$ cat src/rtl/sec_ded_scrub_ctrl.sv
// ============================================================================
// Module   : sec_ded_scrub_ctrl
// Purpose  : Registers decoded read words, forwards them over valid/ready, and
//            scrubs single-bit errors back to memory while keeping error stats.
// Revision : 1.0  initial release
// ============================================================================
`default_nettype none

module sec_ded_scrub_ctrl #(
  parameter int DW   = 11,
  parameter int CW   = 5,
  parameter int AW   = 10,
  parameter int CNTW = 8
) (
  input  logic            clk,
  input  logic            rst_n,
  input  logic            rd_valid,
  output logic            rd_ready,
  input  logic [AW-1:0]   rd_addr,
  input  logic [DW-1:0]   dec_data,
  input  logic [CW-1:0]   dec_check,
  input  logic            dec_sec,
  input  logic            dec_ded,
  output logic            out_valid,
  input  logic            out_ready,
  output logic [DW-1:0]   out_data,
  output logic            out_sec,
  output logic            out_ded,
  output logic            wb_req,
  input  logic            wb_gnt,
  output logic [AW-1:0]   wb_addr,
  output logic [DW-1:0]   wb_data,
  output logic [CW-1:0]   wb_check,
  output logic [CNTW-1:0] sec_cnt,
  output logic [CNTW-1:0] ded_cnt,
  output logic [AW-1:0]   ded_addr,
  output logic            ded_seen,
  input  logic            clr_err
);

  typedef enum logic [1:0] {
    IDLE   = 2'd0,
    OUT    = 2'd1,
    OUT_WB = 2'd2,
    WB     = 2'd3
  } state_t;

  localparam logic [CNTW-1:0] c_cnt_max = '1;
  localparam logic [CNTW-1:0] c_cnt_one = {{(CNTW-1){1'b0}}, 1'b1};

  state_t          r_state;
  state_t          w_next;
  logic            r_live;
  logic [DW-1:0]   r_out_data;
  logic            r_out_sec;
  logic            r_out_ded;
  logic [AW-1:0]   r_wb_addr;
  logic [DW-1:0]   r_wb_data;
  logic [CW-1:0]   r_wb_check;
  logic [CNTW-1:0] r_sec_cnt;
  logic [CNTW-1:0] r_ded_cnt;
  logic [AW-1:0]   r_ded_addr;
  logic            r_ded_seen;

  logic w_accept;
  logic w_sec;
  logic w_ded;
  logic w_out_done;
  logic w_wb_done;

  // A word flagged both SEC and DED is uncorrectable, so DED dominates.
  assign w_ded      = dec_ded;
  assign w_sec      = dec_sec && !dec_ded;
  assign w_accept   = rd_valid && rd_ready;
  assign w_out_done = out_valid && out_ready;
  assign w_wb_done  = wb_req && wb_gnt;

  // r_live keeps rd_ready low while reset is held without using rst_n as data.
  assign rd_ready  = r_live && (r_state == IDLE);
  assign out_valid = (r_state == OUT) || (r_state == OUT_WB);
  assign wb_req    = (r_state == OUT_WB) || (r_state == WB);

  assign out_data  = r_out_data;
  assign out_sec   = r_out_sec;
  assign out_ded   = r_out_ded;
  assign wb_addr   = wb_req ? r_wb_addr  : '0;
  assign wb_data   = wb_req ? r_wb_data  : '0;
  assign wb_check  = wb_req ? r_wb_check : '0;
  assign sec_cnt   = r_sec_cnt;
  assign ded_cnt   = r_ded_cnt;
  assign ded_addr  = r_ded_addr;
  assign ded_seen  = r_ded_seen;

  always_ff @(posedge clk or negedge rst_n) begin
    if (!rst_n) begin
      r_state <= IDLE;
      r_live  <= 1'b0;
    end else begin
      r_state <= w_next;
      r_live  <= 1'b1;
    end
  end

  always_comb begin
    w_next = r_state;
    case (r_state)
      IDLE:   if (w_accept) w_next = w_sec ? OUT_WB : OUT;
      OUT:    if (out_ready) w_next = IDLE;
      OUT_WB: begin
        case ({out_ready, wb_gnt})
          2'b11:   w_next = IDLE;
          2'b10:   w_next = WB;
          2'b01:   w_next = OUT;
          default: w_next = OUT_WB;
        endcase
      end
      WB:     if (wb_gnt) w_next = IDLE;
      default: w_next = IDLE;
    endcase
  end

  // Output and scrub payloads live separately: the scrub may outlast the output.
  always_ff @(posedge clk or negedge rst_n) begin
    if (!rst_n) begin
      r_out_data <= '0;
      r_out_sec  <= 1'b0;
      r_out_ded  <= 1'b0;
      r_wb_addr  <= '0;
      r_wb_data  <= '0;
      r_wb_check <= '0;
    end else begin
      if (w_accept) begin
        r_out_data <= dec_data;
        r_out_sec  <= w_sec;
        r_out_ded  <= w_ded;
      end else if (w_out_done) begin
        r_out_data <= '0;
        r_out_sec  <= 1'b0;
        r_out_ded  <= 1'b0;
      end
      if (w_accept && w_sec) begin
        r_wb_addr  <= rd_addr;
        r_wb_data  <= dec_data;
        r_wb_check <= dec_check;
      end else if (w_wb_done) begin
        r_wb_addr  <= '0;
        r_wb_data  <= '0;
        r_wb_check <= '0;
      end
    end
  end

  // A new error event in the clear cycle wins over the clear.
  always_ff @(posedge clk or negedge rst_n) begin
    if (!rst_n) begin
      r_sec_cnt  <= '0;
      r_ded_cnt  <= '0;
      r_ded_addr <= '0;
      r_ded_seen <= 1'b0;
    end else begin
      if (w_accept && w_sec) begin
        if (clr_err)                     r_sec_cnt <= c_cnt_one;
        else if (r_sec_cnt != c_cnt_max) r_sec_cnt <= r_sec_cnt + c_cnt_one;
      end else if (clr_err) begin
        r_sec_cnt <= '0;
      end
      if (w_accept && w_ded) begin
        if (clr_err)                     r_ded_cnt <= c_cnt_one;
        else if (r_ded_cnt != c_cnt_max) r_ded_cnt <= r_ded_cnt + c_cnt_one;
        r_ded_addr <= rd_addr;
        r_ded_seen <= 1'b1;
      end else if (clr_err) begin
        r_ded_cnt  <= '0;
        r_ded_seen <= 1'b0;
      end
    end
  end

endmodule

`default_nettype wire

$ cat config.mk
export PLATFORM = sky130hd
export DESIGN_NAME = sec_ded_scrub_ctrl
export DESIGN_NICKNAME = d
export VERILOG_FILES = /design/src/rtl/sec_ded_scrub_ctrl.sv
export SDC_FILE = /design/constraint.sdc
export NUM_CORES = 1
export LEC_CHECK = 0
export BUFFER_PORTS_ARGS = -buffer_cell sky130_fd_sc_hd__buf_2
export CAP_MARGIN = 20
export CELL_PAD_IN_SITES_DETAIL_PLACEMENT = 1
export CELL_PAD_IN_SITES_GLOBAL_PLACEMENT = 1
export CORE_MARGIN = 10
export CORE_UTILIZATION = 40
export DETAILED_ROUTE_END_ITERATION = 12
export MAX_ROUTING_LAYER = met4
export PLACE_DENSITY = 0.93
export SLEW_MARGIN = 40
export SYNTH_ARGS = -nofsm -noshare
export SYNTH_HDL_FRONTEND = slang
export SYNTH_SLANG_ARGS = --single-unit
$ cat constraint.sdc
create_clock -name clk -period 3.2 [get_ports clk]
set_input_delay 0.64 -clock clk [delete_from_list [all_inputs] [get_ports clk]]
set_output_delay 0.64 -clock clk [all_outputs]
set_load 0.1 [all_outputs]
==> results of run 1 <==
## Yosys cell counts, drive strengths merged, types with 3 or more instances
master / instances / area [µm²]
dfrtp: 69 / 1727
a22o: 37 / 324.1
and2: 28 / 175.2
nor2: 12 / 45.04
mux2: 10 / 112.6
a21oi: 9 / 56.31
ha: 9 / 112.6
buf: 8 / 55.05
clkbuf: 7 / 26.28
nand2: 7 / 26.28
o21ai: 7 / 35.03
inv: 6 / 22.52
nand3: 6 / 30.03
nand4: 5 / 31.28
mux2i: 4 / 40.04
xor2: 4 / 35.03
and3: 3 / 18.77
and4: 3 / 26.28
o211ai: 3 / 36.28
or3: 3 / 18.77
## area by class of cell
cell class                      instances  area, µm²
Clock buffer                           11      151.4
Clock inverter                          5      81.33
Fill cell                             855       3705
Inverter                                6      22.52
Multi-Input combinational cell        171       1280
Sequential cell                        69       1727
Tap cell                              102      127.6
Timing Repair Buffer                  106      553.0
## where the power goes
part,total (µW),internal [µW],switching (µW)
Clock,817,483,334
Combinational,2420,409,2010
Sequential,1240,1100,139
Total,4470,1990,2480
## through the flow
stage / setup slack [ps] / hold WS [ps] / utilization, % / instance area (µm²) / power, µW
6_report: 357.0 / 337.7 / 51.55 / 3943 / 4473
3_3_place_gp: 768.7 / 457.0 / 48.46 / 3706 / 3623
4_1_cts: 286.3 / 349.2 / 51.55 / 3943 / 4524
2_1_floorplan: 143.3 / 344.4 / - / 3108 / 3240
3_5_place_dp: 680.2 / 466.2 / 48.51 / 3710 / 3687
5_1_grt: 186.1 / 380.7 / 51.55 / 3943 / 4665
## state kept, by name (all words and copies together) (netlist names), 2 cells and up
name        count
r_wb_check      5
r_wb_data      11
ded_addr       10
ded_cnt         8
r_state         2
sec_cnt         8
out_data       11
r_wb_addr      10
## critical path: stages (launching register included)
cell	delay, ps
dfrtp_1	400
inv_1	130
ha_1	220
or2_2	470
and2_1	220
buf_2	430
## kinds of logic (layout without fill, tap and decap cells)
kind of cell | Yosys count | count (layout)
flops | 69 | 69
buf+inv | 21 | 128
compound gates | 67 | 67
fa+ha+maj | 9 | 9
simple gates | 76 | 76
xor+xnor | 4 | 4
other cells | 1 | 1
mux | 14 | 14
## layer usage
layer | global-route usage, % | share of wire, % | vias to the layer above
li1 | - | - | 1154
met1 | 18.74 | 44 | 1248
met2 | 24.83 | 49 | 68
met3 | 4.938 | 6.1 | 7
met4 | 5.057 | 0.59 | 0
met5 | - | 0 | -
## worst min-delay path by stage
stage	cells after the start	slack [ps]	to	start
global placement	2	460	out_ded	out_ded
floorplan	0	340	ded_addr[0]	rst_n
finish	1	340	sec_cnt[7]	rst_n
detailed placement	1	470	out_sec	out_sec
global route	1	380	sec_cnt[5]	rst_n
CTS	1	350	sec_cnt[7]	rst_n
==> summary.txt, run 1 <==
Placement
  • GP Congestion: 0.8051
  • HPWL after DPL: 6.538 mm
  • Post-Place Cells: 454
  • Port Buffers: 102

Floorplanning
  • Row cnt: 32
  • Full die area: 11690 µm²
  • I/O pin count: 103
  • Initial core utilization: 40.63%
  • Die H: 108.1 µm
  • Core Box Area: 7647 µm²
  • Chip Width: 108.1 µm

Setup path
  • Critical Path RT: 2560 ps
  • FF-to-FF Start: r_state[1]
  • R2r endpoint: r_wb_data[3]
  • CP Capture Type: primary output
  • End of the critical path: wb_check[4]
  • Reg2reg path depth: 7
  • CP max FO: 28
  • Worst reg2reg setup slack: 770 ps
  • Critical Path Source: r_state[0]
  • Startpoint types: flip-flop
  • WS Path Type: reg2out
  • CP arrival: 2200 ps

Routing
  • Vias: 2477
  • Vias per cell: 5.270
  • Final ANT Viol Nets: 0
  • Length of the first detailed-routing pass in iterations: 4
  • WL per Instance: 19.13 µm
  • DR iter-0 viols: 52
  • Final wirelength: 8.989 mm
  • DRC viols: 0

Logic synthesis
  • Main combinational cell family by area after synthesis: compound AO/OA/AOI/OAI gates
  • Async S/R FF share, synth: 100.0%
  • Synth warn: 0
  • Mux contribution to synthesized area: 4.913%
  • Distinct cells, synth: 41
  • Post-Syn Area: 3107 µm²
  • Post-synth EDFFs: 0
  • Mapped Avg Cell Area: 11.90 µm²
  • Xor/xnor cell area share of the yosys netlist: 1.128%
  • Post-Synthesis Cells: 261
  • Post-synthesis sequential area ratio: 55.58%
  • Adder-cell share of the synthesized area: 3.625%
  • Post-Syn Nets: 304
  • Synth Area in Compound Gates: 17.36%
  • Synth Register Bits: 69
  • Main synth FF type: dfrtp_1
  • Post-synthesis simple-gate area fraction: 13.93%

Global route
  • Vias in the first global route: 2701
  • Global route overflow: 0
  • Overall Global Routing Usage: 15.74%
  • Antenna violations before repair: 0
  • Largest net degree at the start of global routing: 41
  • First-pass GRT wire length: 14.19 mm

STA
  • FMAX: 351.7 MHz
  • Worst slew margin: 47.40%
  • Minimum clock period after layout: 2843 ps
  • RSZ-0062 raised after global routing: false
  • Final hold violation count: 0
  • Setup Skew: 8.688 ps
  • Final Slew Violations: 0
  • Slew @ Worst Pin: 787.2 ps
  • Final period utilization: 88.84%
  • Post-Route Setup TNS: 0 ps
  • Setup violations, final: 0

Clocking
  • CTS clk-pin slew, worst paths: 80 ps
  • CTS tree: built
  • Setup repair bufs after CTS: 0
  • Root buffer cell: clkbuf_8
  • CTS HTree Levels: 3
  • Clk buf depth: 2
  • Cts hold-fix bufs: 0
  • CTS Buf Count: 9
  • Clock latency on the worst-skew pair: 340 ps
  • Post-CTS Resized: 0
  • Clk sinks: 69

Power and ir drop
  • Peak VDD IR: 0.0007755 V
  • Leakage power: 0.002103 µW
  • PD cells: 1134 nW/µm²

Finish
  • Final Non-Filler Cells: 470
  • Area delta synth->final: 26.90%
  • N_diodes: 0
  • Share of layout cells above drive strength 1: 37.77%
  • Fin nets: 406
  • Most frequent cells in the layout: buf_2, dfrtp_1, a22o_1
  • Most common cell after layout, fill and taps aside: buf_2

Run
  • Max_cap viols: 0

Outcome
  • Status: finished clean

Hold path
  • Hold WC Path Type: in2async
Power figures use the tool's default switching activity.
==> inputs of run 2 (changes only) <==
--- a/config.mk
+++ b/config.mk
@@ -10,10 +10,10 @@
 export CELL_PAD_IN_SITES_DETAIL_PLACEMENT = 1
 export CELL_PAD_IN_SITES_GLOBAL_PLACEMENT = 1
 export CORE_MARGIN = 10
-export CORE_UTILIZATION = 40
+export CORE_UTILIZATION = 39
 export DETAILED_ROUTE_END_ITERATION = 12
 export MAX_ROUTING_LAYER = met4
-export PLACE_DENSITY = 0.93
+export PLACE_DENSITY = 0.91
 export SLEW_MARGIN = 40
 export SYNTH_ARGS = -nofsm -noshare
 export SYNTH_HDL_FRONTEND = slang
==> constraint.sdc (replaced) <==
create_clock -name clk -period 2.86 [get_ports clk]
set_input_delay 0.572 -clock clk [delete_from_list [all_inputs] [get_ports clk]]
set_output_delay 0.572 -clock clk [all_outputs]
set_load 0.1 [all_outputs]
==> summary.txt, run 2 (same netlist as run 1, synthesis figures left out) <==
Global route
  • Largest net degree at the start of global routing: 70 (+71%)
  • Antenna violations before repair: 1 (+1)
  • Vias in the first global route: 2765 (+2.4%)
  • First-pass GRT wire length: 14.72 mm (+3.7%)
  • Global route overflow: 0 (unchanged)
  • Overall Global Routing Usage: 15.97% (+0.23 points)

Routing
  • Vias per cell: 5.236 (-0.66%)
  • DR iter-0 viols: 94 (+81%)
  • Vias: 2466 (-0.44%)
  • WL per Instance: 19.56 µm (+2.3%)
  • Length of the first detailed-routing pass in iterations: 4 (unchanged)
  • Final ANT Viol Nets: 0 (unchanged)
  • Final wirelength: 9.213 mm (+2.5%)
  • DRC viols: 0 (unchanged)

Power and ir drop
  • Int Pwr: 2200 µW (+11%)
  • Leakage power: 0.002109 µW (+0.27%)
  • Total net switching power: 2817 µW (+13%)
  • Peak VDD IR: 0.0007278 V (-6.2%)
  • Clock share of power: 18.1% (-0.2 points)
  • Switching Fraction: 56.15% (+0.65 points)
  • Power Total: 5017 µW (+12%)
  • Fraction of power consumed by combinational cells: 54.1% (about the same)
  • Sequential share of power: 27.8% (about the same)
  • PD cells: 1269 nW/µm² (+12%)

Run
  • Max_cap viols: 0 (unchanged)

Setup path
  • FF-to-FF Start: r_state[1]
  • CP Capture Type: primary output
  • Startpoint types: flip-flop
  • R2r endpoint: r_wb_data[3]
  • CP arrival: 2040 ps (-160 ps)
  • CP max FO: 28 (unchanged)
  • WS Path Type: reg2out
  • Worst reg2reg setup slack: 560 ps (-210 ps)
  • Reg2reg path depth: 7 (unchanged)
  • Critical Path RT: 2290 ps (-270 ps)

Floorplanning
  • Full die area: 11940 µm² (+2.1%)
  • Initial core utilization: 40.20% (-0.42 points)
  • Core Box Area: 7727 µm² (+1.0%)
  • I/O pin count: 103 (unchanged)
  • Die H: 109.3 µm (+1.0%)
  • Row cnt: 32 (unchanged)
  • Chip Width: 109.3 µm (+1.0%)

Clocking
  • Setup repair bufs after CTS: 0 (unchanged)
  • Clk sinks: 69 (unchanged)
  • Root buffer cell: clkbuf_8
  • Clock latency on the worst-skew pair: 340 ps (about the same)
  • CTS Buf Count: 9 (unchanged)
  • Clk buf depth: 2 (unchanged)
  • CTS HTree Levels: 3 (unchanged)
  • Cts hold-fix bufs: 0 (unchanged)
  • CTS clk-pin slew, worst paths: 80 ps (about the same)
  • Post-CTS Resized: 0 (unchanged)
  • CTS tree: built

Finish
  • Final Util: 51.17% (-0.39 points)
  • Fin nets: 406 (unchanged)
  • Area delta synth->final: 27.27%
  • Share of layout cells above drive strength 1: 40.22% (+2.4 points)
  • Final Non-Filler Cells: 471 (+0.21%)
  • Most common cell after layout, fill and taps aside: buf_2
  • Most frequent cells in the layout: buf_2, dfrtp_1, a22o_1

STA
  • Final period utilization: 91.18%
  • Setup Skew: 11.92 ps (+3.234 ps)
  • Worst slew margin: 51.10% (+3.7 points)
  • Setup violations, final: 0 (unchanged)
  • Minimum clock period after layout: 2608 ps
  • Post-Route Setup TNS: 0 ps (unchanged)
  • Slew @ Worst Pin: 731.9 ps (-55.32 ps)
  • RSZ-0062 raised after global routing: false
  • Final Slew Violations: 0 (unchanged)
  • Final hold violation count: 0 (unchanged)
  • Final WS setup: 252.3 ps (-104.7 ps)
  • FMAX: 383.5 MHz

Hold path
  • Hold WC Path Type: in2async

Placement
  • GP Congestion: 0.8465 (+5.1%)
  • Post-Place Cells: 454 (unchanged)
  • DP Worst Slack: 453.6 ps (-226.6 ps)
  • Port Buffers: 102 (unchanged)
  • HPWL after DPL: 6.749 mm (+3.2%)

Outcome
  • Status: finished clean
-- run 2: changes by cell type in the layout (fill, tap and decap cells not counted), moves of 2 or more --
cell,previous run,this run
clkinv_4,0,2
and2_1,28,19
and2_2,0,9
inv_6,1,3
clkbuf_8,11,9
-- run 2: per-layer routing --
layer	routed length, µm	global-route usage, %	vias up
met2	4522	25.75	65
met5	0	-	-
met1	4009	19.06	1240
met4	85	4.461	0
met3	595	4.720	8
li1	-	-	1153
-- run 2: how the worst max path moves through the flow --
| stage | from | endpoint | slack, ps | cells past startpoint |
|---|---|---|---|---|
| after floorplan | r_state[0] | wb_check[0] | 140 | 6 |
| after global placement | r_state[0] | wb_addr[0] | 530 | 5 |
| after detailed placement | r_state[0] | wb_data[9] | 450 | 5 |
| after CTS | r_state[0] | wb_addr[0] | 90 | 5 |
| after global routing | r_state[0] | wb_addr[0] | 110 | 5 |
| final | r_state[0] | wb_addr[0] | 250 | 5 |
-- run 2: cell type report --
class / instances / area [µm²]
Antenna cell: 1 / 2.502
Clock buffer: 9 / 123.9
Clock inverter: 7 / 103.9
Fill cell: 852 / 3774
Inverter: 6 / 22.52
Multi-Input combinational cell: 171 / 1294
Sequential cell: 69 / 1727
Tap cell: 102 / 127.6
Timing Repair Buffer: 106 / 553.0
-- run 2: worst max-delay path, stage by stage, from the launching register on --
cell and delay (ps):
dfrtp_1 410, inv_1 130, ha_1 220, or2_4 310, and2_1 190, buf_2 430
-- run 2: per-stage QoR --
stage | instance area [µm²] | hold slack, ps
finish | 3954 | 245.2
global route | 3954 | 273.2
CTS | 3945 | 258.3
detailed placement | 3717 | 466.1
global placement | 3717 | 455.1
floorplan | 3119 | 276.4
-- run 2: power by group through the flow --
stage	sequential (µW)	clock (µW)	combinational, µW
after floorplan	2540	0	1090
after global placement	1390	0	2670
after detailed placement	1400	0	2730
after CTS	1390	924	2730
after global routing	1420	971	2850
final	1390	907	2720
==> inputs of run 3 (changes only) <==
==> constraint.sdc (replaced) <==
create_clock -name clk -period 2.75 [get_ports clk]
set_input_delay 0.55 -clock clk [delete_from_list [all_inputs] [get_ports clk]]
set_output_delay 0.55 -clock clk [all_outputs]
set_load 0.1 [all_outputs]
==> summary.txt, run 3 (same netlist as run 1, synthesis figures left out) <==
STA
  • Final hold violation count: 0 (unchanged)
  • Slew @ Worst Pin: 750.5 ps (+18.62 ps)
  • Final period utilization: 93.54%
  • Setup Skew: 7.949 ps (-3.974 ps)
  • Setup violations, final: 0 (unchanged)
  • Post-Route Setup TNS: 0 ps (unchanged)
  • Worst Hold Margin: 239.7 ps (-5.481 ps)
  • Worst slew margin: 49.85% (-1.2 points)
  • Minimum clock period after layout: 2572 ps
  • RSZ-0062 raised after global routing: false
  • Final Slew Violations: 0 (unchanged)
  • Final WS setup: 177.6 ps (-74.70 ps)
  • FMAX: 388.7 MHz

Finish
  • Most frequent cells in the layout: buf_2, dfrtp_1, a22o_1
  • Fin nets: 406 (unchanged)
  • Share of layout cells above drive strength 1: 40.22% (unchanged)
  • Final Non-Filler Cells: 471 (unchanged)
  • Most common cell after layout, fill and taps aside: buf_2
  • Final Util: 51.30% (+0.13 points)
  • Area delta synth->final: 27.59%

Global route
  • Global route overflow: 0 (unchanged)
  • Vias in the first global route: 2805 (+1.4%)
  • First-pass GRT wire length: 14.65 mm (-0.52%)
  • Largest net degree at the start of global routing: 43 (-39%)
  • Overall Global Routing Usage: 15.97% (about the same)
  • Antenna violations before repair: 1 (unchanged)

Routing
  • WL per Instance: 19.47 µm (-0.45%)
  • DR iter-0 viols: 105 (+12%)
  • Final ANT Viol Nets: 0 (unchanged)
  • DRC viols: 0 (unchanged)
  • Vias per cell: 5.274 (+0.73%)
  • Length of the first detailed-routing pass in iterations: 4 (unchanged)
  • Vias: 2484 (+0.73%)
  • Final wirelength: 9.172 mm (-0.45%)

Setup path
  • CP max FO: 28 (unchanged)
  • Startpoint types: flip-flop
  • CP Capture Type: primary output
  • Critical Path RT: 2200 ps (-90 ps)
  • WS Path Type: reg2out
  • CP arrival: 2020 ps (-20 ps)

Clocking
  • Clk buf depth: 2 (unchanged)
  • CTS clk-pin slew, worst paths: 80 ps (about the same)
  • Root buffer cell: clkbuf_8
  • CTS Buf Count: 9 (unchanged)
  • Clock latency on the worst-skew pair: 350 ps (about the same)
  • CTS HTree Levels: 3 (unchanged)
  • Clk sinks: 69 (unchanged)
  • CTS tree: built
  • Setup repair bufs after CTS: 0 (unchanged)

Floorplanning
  • I/O pin count: 103 (unchanged)
  • Initial core utilization: 40.20% (unchanged)
  • Chip Width: 109.3 µm (unchanged)
  • Row cnt: 32 (unchanged)
  • Full die area: 11940 µm² (unchanged)
  • Core Box Area: 7727 µm² (unchanged)
  • Die H: 109.3 µm (unchanged)

Power and ir drop
  • PD cells: 1326 nW/µm² (+4.5%)
  • Peak VDD IR: 0.0007432 V (+2.1%)
  • Leakage power: 0.002117 µW (+0.39%)

Placement
  • HPWL after DPL: 6.697 mm (-0.77%)
  • DP Worst Slack: 362.7 ps (-90.90 ps)
  • Port Buffers: 102 (unchanged)
  • GP Congestion: 0.8278 (-2.2%)
  • Post-Place Cells: 454 (unchanged)

Outcome
  • Status: finished clean

Hold path
  • Hold WC Path Type: in2async

Run
  • Max_cap viols: 0 (unchanged)
## run 3: cell types whose count changed in the layout (fill, tap and decap cells not counted)
cell,previous run,this run
bufinv_16,2,3
clkinv_4,2,1
inv_6,3,0
clkinv_2,0,3
## run 3: critical path, cell delays in order (launching register included)
cell and delay (ps):
dfrtp_1 410, inv_1 130, ha_1 210, or2_4 300, and2_2 200, buf_2 420
## run 3: area by class of cell
| class | instances | area [µm²] |
|---|---|---|
| diodes | 1 | 2.502 |
| multi-input cells | 171 | 1294 |
| flip-flops and latches | 69 | 1727 |
| clock inverters | 7 | 113.9 |
| fillers | 884 | 3764 |
| clock buffers | 9 | 123.9 |
| inverters | 6 | 22.52 |
| repair buffers | 106 | 553.0 |
| well taps | 102 | 127.6 |
## run 3: metal layers
| layer | global-route usage (%) | part of all wire (%) |
|---|---|---|
| met4 | 3.160 | 0.50 |
| met3 | 5.782 | 7.7 |
| met5 | - | 0 |
| met1 | 18.87 | 43 |
| met2 | 25.79 | 49 |
## run 3: worst paths after layout
check | startpoint | cells after the start | slack, ps | endpoint
setup / recovery | r_state[0] | 5 | 180 | wb_data[5]
hold / removal | rst_n | 1 | 240 | r_wb_check[3]
setup reg to reg | r_state[0] | 7 | 380 | r_wb_addr[2]
hold reg to reg | out_sec | 1 | 480 | out_sec
max in group asynchronous | rst_n | 2 | 1850 | ded_addr[4]
min in group clk | dec_check[0] | 2 | 420 | r_wb_check[0]
## run 3: where the power goes
part           internal [µW]  total, µW  switching, µW
Sequential              1280       1430            156
Clock                    599       1000            402
Combinational            486       2820           2340
Total                   2360       5260           2890
## run 3: repair_timing
action | CTS | global route
hold buffers | 0 | 0
endpoints found under the setup margin | 11 | 0
resized for setup | 1 | 0
## run 3: stage by stage
step / total power, µW / cell area (µm²)
after floorplan: 3775 / 3119
after global placement: 4219 / 3717
after detailed placement: 4292 / 3721
after CTS: 5316 / 3961
after global routing: 5490 / 3964
final: 5256 / 3964
